## src/rtl/cla_chain_seq.sv

```systemverilog
// Multi-precision add/subtract sequencer.
// A single 9-bit carry-lookahead slice is reused once per cycle, least-significant slice first.
// The slice carry is held in a register between cycles.
// Subtraction is done as a + ~b + 1: the inverted B operand and an initial carry of 1 are latched at start.

// 9-bit carry-lookahead adder slice: every carry is expanded directly from generate/propagate terms.
module cla_adder9 (
    input  logic [8:0] a,
    input  logic [8:0] b,
    input  logic       cin,
    output logic [8:0] sum,
    output logic       cout
);
    logic [8:0] g;
    logic [8:0] p;
    logic [9:0] c;

    // Lookahead carries: c[i+1] = g[i] | p[i]g[i-1] | ... | p[i..0]cin
    always_comb begin : lookahead
        logic acc;
        logic prop;
        g    = a & b;
        p    = a ^ b;
        c    = '0;
        c[0] = cin;
        for (int i = 0; i < 9; i++) begin
            acc  = g[i];
            prop = p[i];
            for (int j = i - 1; j >= 0; j--) begin
                acc  = acc | (prop & g[j]);
                prop = prop & p[j];
            end
            acc      = acc | (prop & cin);
            c[i + 1] = acc;
        end
        sum  = p ^ c[8:0];
        cout = c[9];
    end
endmodule

module cla_chain_seq #(
    parameter int WORDS = 4
) (
    input  logic                 clk,
    input  logic                 rst,
    input  logic                 start,
    input  logic                 sub,
    input  logic [9*WORDS-1:0]   a,
    input  logic [9*WORDS-1:0]   b,
    output logic                 busy,
    output logic                 done,
    output logic [9*WORDS-1:0]   result,
    output logic                 cout,
    output logic                 ovf
);
    localparam int N  = 9 * WORDS;
    localparam int IW = (WORDS > 1) ? $clog2(WORDS) : 1;
    localparam logic [IW-1:0] LAST = IW'(WORDS - 1);

    typedef enum logic [1:0] {
        IDLE = 2'd0,
        RUN  = 2'd1,
        DONE = 2'd2
    } state_t;

    state_t        state_q,  state_d;
    logic [IW-1:0] idx_q,    idx_d;
    logic          carry_q,  carry_d;
    logic [N-1:0]  opa_q,    opa_d;
    logic [N-1:0]  opb_q,    opb_d;
    logic [N-1:0]  result_q, result_d;
    logic          cout_q,   cout_d;
    logic          ovf_q,    ovf_d;

    logic [8:0]    sl_a;
    logic [8:0]    sl_b;
    logic [8:0]    sl_sum;
    logic          sl_cout;

    // Select the operand slice addressed by the current index
    always_comb begin
        sl_a = '0;
        sl_b = '0;
        for (int i = 0; i < WORDS; i++) begin
            if (idx_q == IW'(i)) begin
                sl_a = opa_q[i*9 +: 9];
                sl_b = opb_q[i*9 +: 9];
            end
        end
    end

    cla_adder9 u_slice (
        .a    (sl_a),
        .b    (sl_b),
        .cin  (carry_q),
        .sum  (sl_sum),
        .cout (sl_cout)
    );

    // Next-state and datapath update: accept in IDLE/DONE, one slice per cycle in RUN
    always_comb begin
        state_d  = state_q;
        idx_d    = idx_q;
        carry_d  = carry_q;
        opa_d    = opa_q;
        opb_d    = opb_q;
        result_d = result_q;
        cout_d   = cout_q;
        ovf_d    = ovf_q;
        case (state_q)
            IDLE, DONE: begin
                if (start) begin
                    opa_d   = a;
                    opb_d   = b ^ {N{sub}};
                    carry_d = sub;
                    idx_d   = '0;
                    cout_d  = 1'b0;
                    ovf_d   = 1'b0;
                    state_d = RUN;
                end else begin
                    state_d = IDLE;
                end
            end
            RUN: begin
                for (int i = 0; i < WORDS; i++) begin
                    if (idx_q == IW'(i)) begin
                        result_d[i*9 +: 9] = sl_sum;
                    end
                end
                carry_d = sl_cout;
                if (idx_q == LAST) begin
                    idx_d   = '0;
                    cout_d  = sl_cout;
                    // Signed overflow: the top slice's operands agree in sign but the sum's sign differs
                    ovf_d   = (sl_a[8] == sl_b[8]) && (sl_sum[8] != sl_a[8]);
                    state_d = DONE;
                end else begin
                    idx_d = idx_q + IW'(1);
                end
            end
            default: begin
                state_d = IDLE;
            end
        endcase
    end

    // State and datapath registers; async reset discards any operation in flight
    always_ff @(posedge clk or posedge rst) begin
        if (rst) begin
            state_q  <= IDLE;
            idx_q    <= '0;
            carry_q  <= 1'b0;
            opa_q    <= '0;
            opb_q    <= '0;
            result_q <= '0;
            cout_q   <= 1'b0;
            ovf_q    <= 1'b0;
        end else begin
            state_q  <= state_d;
            idx_q    <= idx_d;
            carry_q  <= carry_d;
            opa_q    <= opa_d;
            opb_q    <= opb_d;
            result_q <= result_d;
            cout_q   <= cout_d;
            ovf_q    <= ovf_d;
        end
    end

    assign busy   = (state_q == RUN);
    assign done   = (state_q == DONE);
    assign result = result_q;
    assign cout   = cout_q;
    assign ovf    = ovf_q;
endmodule

```

## config.mk

```make
export PLATFORM = sky130hd
export DESIGN_NAME = cla_chain_seq
export DESIGN_NICKNAME = d
export VERILOG_FILES = /design/src/rtl/cla_chain_seq.sv
export SDC_FILE = /design/constraint.sdc
export NUM_CORES = 1
export LEC_CHECK = 0
export CELL_PAD_IN_SITES_DETAIL_PLACEMENT = 0
export CELL_PAD_IN_SITES_GLOBAL_PLACEMENT = 2
export CORE_MARGIN = 1
export CORE_UTILIZATION = 30
export DETAILED_ROUTE_END_ITERATION = 6
export PLACE_DENSITY = 0.82
export SLEW_MARGIN = 0
export SYNTH_ARGS = -nofsm -noshare
export SYNTH_HDL_FRONTEND = slang
export SYNTH_SLANG_ARGS = --single-unit
```

## constraint.sdc

```tcl
create_clock -name clk -period 5.1 [get_ports clk]
set_input_delay 1.02 -clock clk [delete_from_list [all_inputs] [get_ports clk]]
set_output_delay 1.02 -clock clk [all_outputs]
set_load 0.05 [all_outputs]
```

# Word-level counts from Yosys, hierarchy flattened
# Index checks and enable logic that the tools add are counted.
# word_totals
memories	0
latch_bits	0
ram_bits	0
word_cells	184
rom_bits	0
regBits	115
in_bits	76
out_inout_bits	40
# op_classes
n_eq_ne	9
mux	21
n_div	0
n_mul	0
shift	0
add_sub_neg	1
n_bitwise	130
magnitude_cmp	0
reduce_logical	12
# op_table
op	n
$and A1 B1 Y1	81
$mux W9	8
$or A1 B1 Y1	45
$xor A36 B36 Y36	1
$xor A9 B9 Y9	2
$reduce_and A2 Y1	6
$and A9 B9 Y9	1
$pmux W2 S2	2
$eq A2 B2 Y1 const B	3
$mux W2	3
$pmux W1 S2	3
$mux W1	5
$eq A2 B1 Y1 const B	2
$logic_not A2 Y1	2
$reduce_and A3 Y1	1
$add A2 B1 Y2 const B	1
$ne A2 B1 Y1 const B	1
$ne A2 B2 Y1 const B	1
$reduce_bool A2 Y1	1
$reduce_or A2 Y1	1
$eq A1 B1 Y1	1
$logic_and A1 B1 Y1	1
$ne A1 B1 Y1	1

# Depth between registers and ports, before layout
# depth
word_depth	20
ltp_mapped	14
mapped_depth_nobuf	13

# Modules after synthesis
# Synthesis repeated with hierarchy kept, for this count alone.
# unflattened
cells_unflattened	616
area_unflattened_um2	5821.8
# by_module_without_submodules
mod	area_per_inst_um2	cells_per_inst	seq_area_each_um2	instances
cla_chain_seq	5300.1	548	2877.8	1
cla_adder9	521.8	68	0.0	1

# Least setup slack after synthesis
# No wires, ideal clock.
# synth_path
path_kind	register -> register
startpoint	register idx_q[1]
endpoint	register result_q[35], in the netlist result[35]
path_slack_ns	2.074
required_time_ns	4.968
period_less_slack_ns	3.026
path_stages_with_launch	15
setup_ns	0.132
path_buffers	2
arrival_ns	2.894
path_cell_list	dfrtp_1 > inv_1 > ha_1 > clkbuf_1 > clkbuf_1 > a22oi_1 > nor2_1 > a21oi_1 > o21ai_0 > ha_1 > a2111oi_1 > a211oi_1 > a221oi_4 > xor2_2 > o21ai_1
# synth_via
elab_chain_len	16
word_cells_on_any_way	39
classes_between	eq/ne (3); mux (8); bitwise (26); reduce/logical (2)
# synth_rtl
item	line	rtl
from (decl)	67	logic [IW-1:0] idx_q, idx_d;
from (signal assigned)	160	idx_q <= idx_d;
$logic_not A2 Y1	85	if (idx_q == IW'(i)) begin
$mux W9 (4 in series)	85	
$xor A9 B9 Y9 / $and A9 B9 Y9 (equally long branches)	23, 22	
$and A1 B1 Y1 (on tied branches)	30, 31	
$or A1 B1 Y1, or another cell as far along (6 in series)	30	acc = acc | (prop & g[j]);
$or A1 B1 Y1 / $and A1 B1 Y1 (equally long branches)	30, 33	
$or A1 B1 Y1	33	acc = acc | (prop & cin);
$xor A9 B9 Y9	36	sum = p ^ c[8:0];
to (signal assigned)	164	result_q <= result_d;
to (decl)	71	logic [N-1:0] result_q, result_d;
# Parallel ways exist; a longest one is shown, timed or not.
# A chain may end at the register's enable or synchronous reset.

# Worst setup path after layout
# layout_path
startpoint	register idx_q[0]
endpoint	register result_q[26], in the netlist result[26]
# The elaborated chain is that of the path after synthesis.

==> impl_results.md <==
- Layout cells sized above 1: about 5.9%
- Slew HR: 23.6%
- Starting Density: 30.5%
- Post-DP HPWL: 10.1 mm
- Via count: 4474
- Arrival time worst endpoint: 4.21 ns
- Final worst-path cycle share: 77.4%
- Reg2Reg Launch Point: idx_q[0]$_DFFE_PP0P_
- Worst-skew pair later-pin latency: just over 0.4 ns
- Vias in the first global route: 4439
- Post-Syn Area per Cell: around 9 um^2
- CP Class: reg -> reg
- DRC: 0
- TNS Setup: 0 ns
- Clock share of power: 21.4%
- CP Max Fanout: 11
- Met1 Use GR: 21.3%
- RePlAce Congestion: 0.835
- Setup ws final: approximately 1.2 ns
- Outcome: complete, no violations
- VDD IR max: 0.433 mV
- Asr flop ratio synth: 100%
- DRT antenna net count: 0
- Commonest cells after routing, fill and taps aside: nand2_1 (213), dfrtp_1 (115), clkdlybuf4s50_1 (114), o21ai_1 (47), o21ai_0 (47)
- Global-route wire length before repair: 22.5 mm
- Overflow after GRT: 0
- Initial drt markers: 264
- RSZ-0062 raised after global routing: false
- Critical path's largest stage delay: 0.69 ns
- Wirelength per Cell: 14.7 um
- Max_cap viols: 0
- Highest clock rate: between 0.2 and 0.3 GHz
- Register area share after synthesis: 52.6%
- Final-stage net count: 806
- Worst setup path startpoint: idx_q[0]$_DFFE_PP0P_
- Clock skew: 0.0106 ns
- DIE HEIGHT: 137 um
- Post-CTS sizing: 0
- Final setup vio count: 0
- Num rows: 49
- Met2 Use GR: 24.9%
- Port bufs: 115
- Total track usage: 16.0%
- Post-DP Area: ~0.007 mm^2
- CP Data Required Time: ~5.4 ns
- Pwr dens: 753 mW/mm^2
- Mapped Nets: 705
- Worst path most repeated cell: ha_1
- Mapped Area: 0.00547 mm^2
- Area growth, synth to finish: 35.4%
- Final Max Tran Viols: 0
- Net Sw Power: 2490 uW
- Io pins: approximately 120
- Register bit total from synthesis: ~120
- CP Cell Sequence: inv_1 > ha_1 > nor2b_1 > a22oi_1 > nor2_1 > a21oi_1 > o21ai_0 > ha_1 > a2111oi_1 > a211oi_1 > a221oi_4 > xor2_2 > o21ai_1
- Worst setup path end: result[26]$_DFFE_PP0P_
- Die width: 137 um
- Clk root buf: clkbuf_16
- Clock transition at path regs: 0.05 ns
- Type of origin of the critical path: flip-flop
- Die area: 0.0188 mm^2
- Hold Worst Slack: 0.474 ns
- DR pass1 iterations: 4
- TritonCTS Buffers: 17
- Cell at the slowest stage of the critical path: nor2b_1
- Longest Clk Path Bufs: 2
- Leak: ~0.0033 uW
- Synth area leaders: dfrtp_1 (53%), nand2_1 (15%), xnor2_1 (5.9%)
- Worst r2r dst: result[26]$_DFFE_PP0P_
- Sequential Power Share: 29.0%
- TritonCTS clock tree: built
- Fin area: 0.00741 mm^2
- Warnings from Yosys: 0
- TritonCTS Sinks: 115
- Tmin final: 3.95 ns
- Dpl ws: 1.15 ns
- Worst R2R Setup Slack: 1.15 ns
- Dominant cell type by area after synthesis: dfrtp_1
- Int Power: approximately 3100 uW
- Pin count of the biggest net entering global routing: 110
- Final count of hold timing violations: 0
- H-tree depth: 4
- Post-synth EDFFs: 0
- GR peak layer: met2
- Post-CTS Setup Inserts: 0
- Mapped Cells: between 600 and 700
- CP endpoint kind: flip-flop
- Core Area: between 0.015 and 0.02 mm^2
- Synth Flop Type: dfrtp_1
- Min-Delay Path Class: reg -> reg
- # diodes: 0
- Net Sw Frac: 44.6%
- M3 GR Usage: around 4.5%
- Worst-margin pin slew: roughly 1.1 ns
- Yosys cell types: 35
- Final WL: 14.1 mm
- Initial antenna violation count: 0
- Post-synth top area share: 52.6%
- Hold_buf cts: 0
- Mean number of vias per cell: 4.68
- R2r worst-path depth: 13
- Most common cell after layout, fill and taps aside: nand2_1
- Gate power share: between 40% and 50%
-- routing by layer --
metal / vias to the layer above / part of all wire (%)
met3: 16 / 5.1
met1: 2099 / 49
met2: 121 / 45
met5: - / 0
li1: 2238 / -
met4: 0 / 1.6
-- synthesized netlist by cell type, types with 2 or more instances --
library cell  instances
nand2_1             213
dfrtp_1             115
o21ai_0              47
o21ai_1              47
xnor2_1              37
clkbuf_1             33
a21oi_1              31
ha_1                 13
nand3b_1             10
nor2_1               10
a22oi_1               8
inv_1                 7
xor2_1                7
nor2b_1               5
buf_2                 4
nand2b_1              3
nor3_1                3
o31ai_1               3
a211oi_1              2
a21o_1                2
-- worst min-delay path by stage --
| stage | from | to | slack (ns) | cells after the start |
|---|---|---|---|---|
| 4_1_cts | opa_q[5]$_DFFE_PP0P_ | opa_q[5]$_DFFE_PP0P_ | 0.48 | 2 |
| 6_report | opa_q[8]$_DFFE_PP0P_ | opa_q[8]$_DFFE_PP0P_ | 0.47 | 2 |
| 3_3_place_gp | opa_q[0]$_DFFE_PP0P_ | opa_q[0]$_DFFE_PP0P_ | 0.46 | 2 |
| 2_1_floorplan | opa_q[28]$_DFFE_PP0P_ | opa_q[28]$_DFFE_PP0P_ | 0.45 | 2 |
| 5_1_grt | opa_q[8]$_DFFE_PP0P_ | opa_q[8]$_DFFE_PP0P_ | 0.49 | 2 |
| 3_5_place_dp | opa_q[32]$_DFFE_PP0P_ | opa_q[32]$_DFFE_PP0P_ | 0.47 | 2 |
-- critical path: cells and delay by family, from the launching register on --
kind / cells / cell delay, ns
AO/OA/AOI/OAI: 7 / 1.47
AND/OR/NAND/NOR: 2 / 0.82
adder cells (fa/ha/maj): 2 / 0.72
flip-flops: 1 / 0.43
XOR/XNOR: 1 / 0.25
buffers and inverters: 1 / 0.11
-- sequential cells by signal, summed over array words and instances, names as in the netlist --
signal	flops
state_q	2
carry_q	1
cout	1
result	36
opa_q	36
ovf	1
opb_q	36
idx_q	2
-- layout make-up --
class	count	area, um^2
timing repair buffer	120	1180
clock inverter	10	131
sequential	115	2880
fill	1756	10500
inverter	8	32.5
multi-input combinational	454	2420
clock buffer	21	470
tap	229	287
-- logic make-up after synthesis --
logic type      after synthesis  share of synthesized area (%)
simple gates                247                           18.3
fa+ha+maj                    14                           3.34
compound gates              148                           15.2
flops                       115                           52.6
buf+inv                      46                           3.25
xor+xnor                     45                           7.34
-- power by group through the flow --
| stage | combinational (uW) | sequential (uW) | clock [uW] |
|---|---|---|---|
| after detailed placement | 2770 | 1630 | 0 |
| after global placement | 2690 | 1630 | 0 |
| final | 2760 | 1620 | 1200 |
| after CTS | 2790 | 1620 | 1220 |
| after global routing | 3060 | 1670 | 1260 |
| after floorplan | 1520 | 2000 | 0 |
-- stage by stage --
step / util [%] / power (uW) / cells
global placement: 38.0 / 4320 / 926
detailed placement: 38.0 / 4400 / 926
global route: 41.4 / 6000 / 957
finish: 41.4 / 5580 / 957
CTS: 41.4 / 5630 / 957
floorplan: - / 3530 / 615
Power figures use the tool's default switching activity.
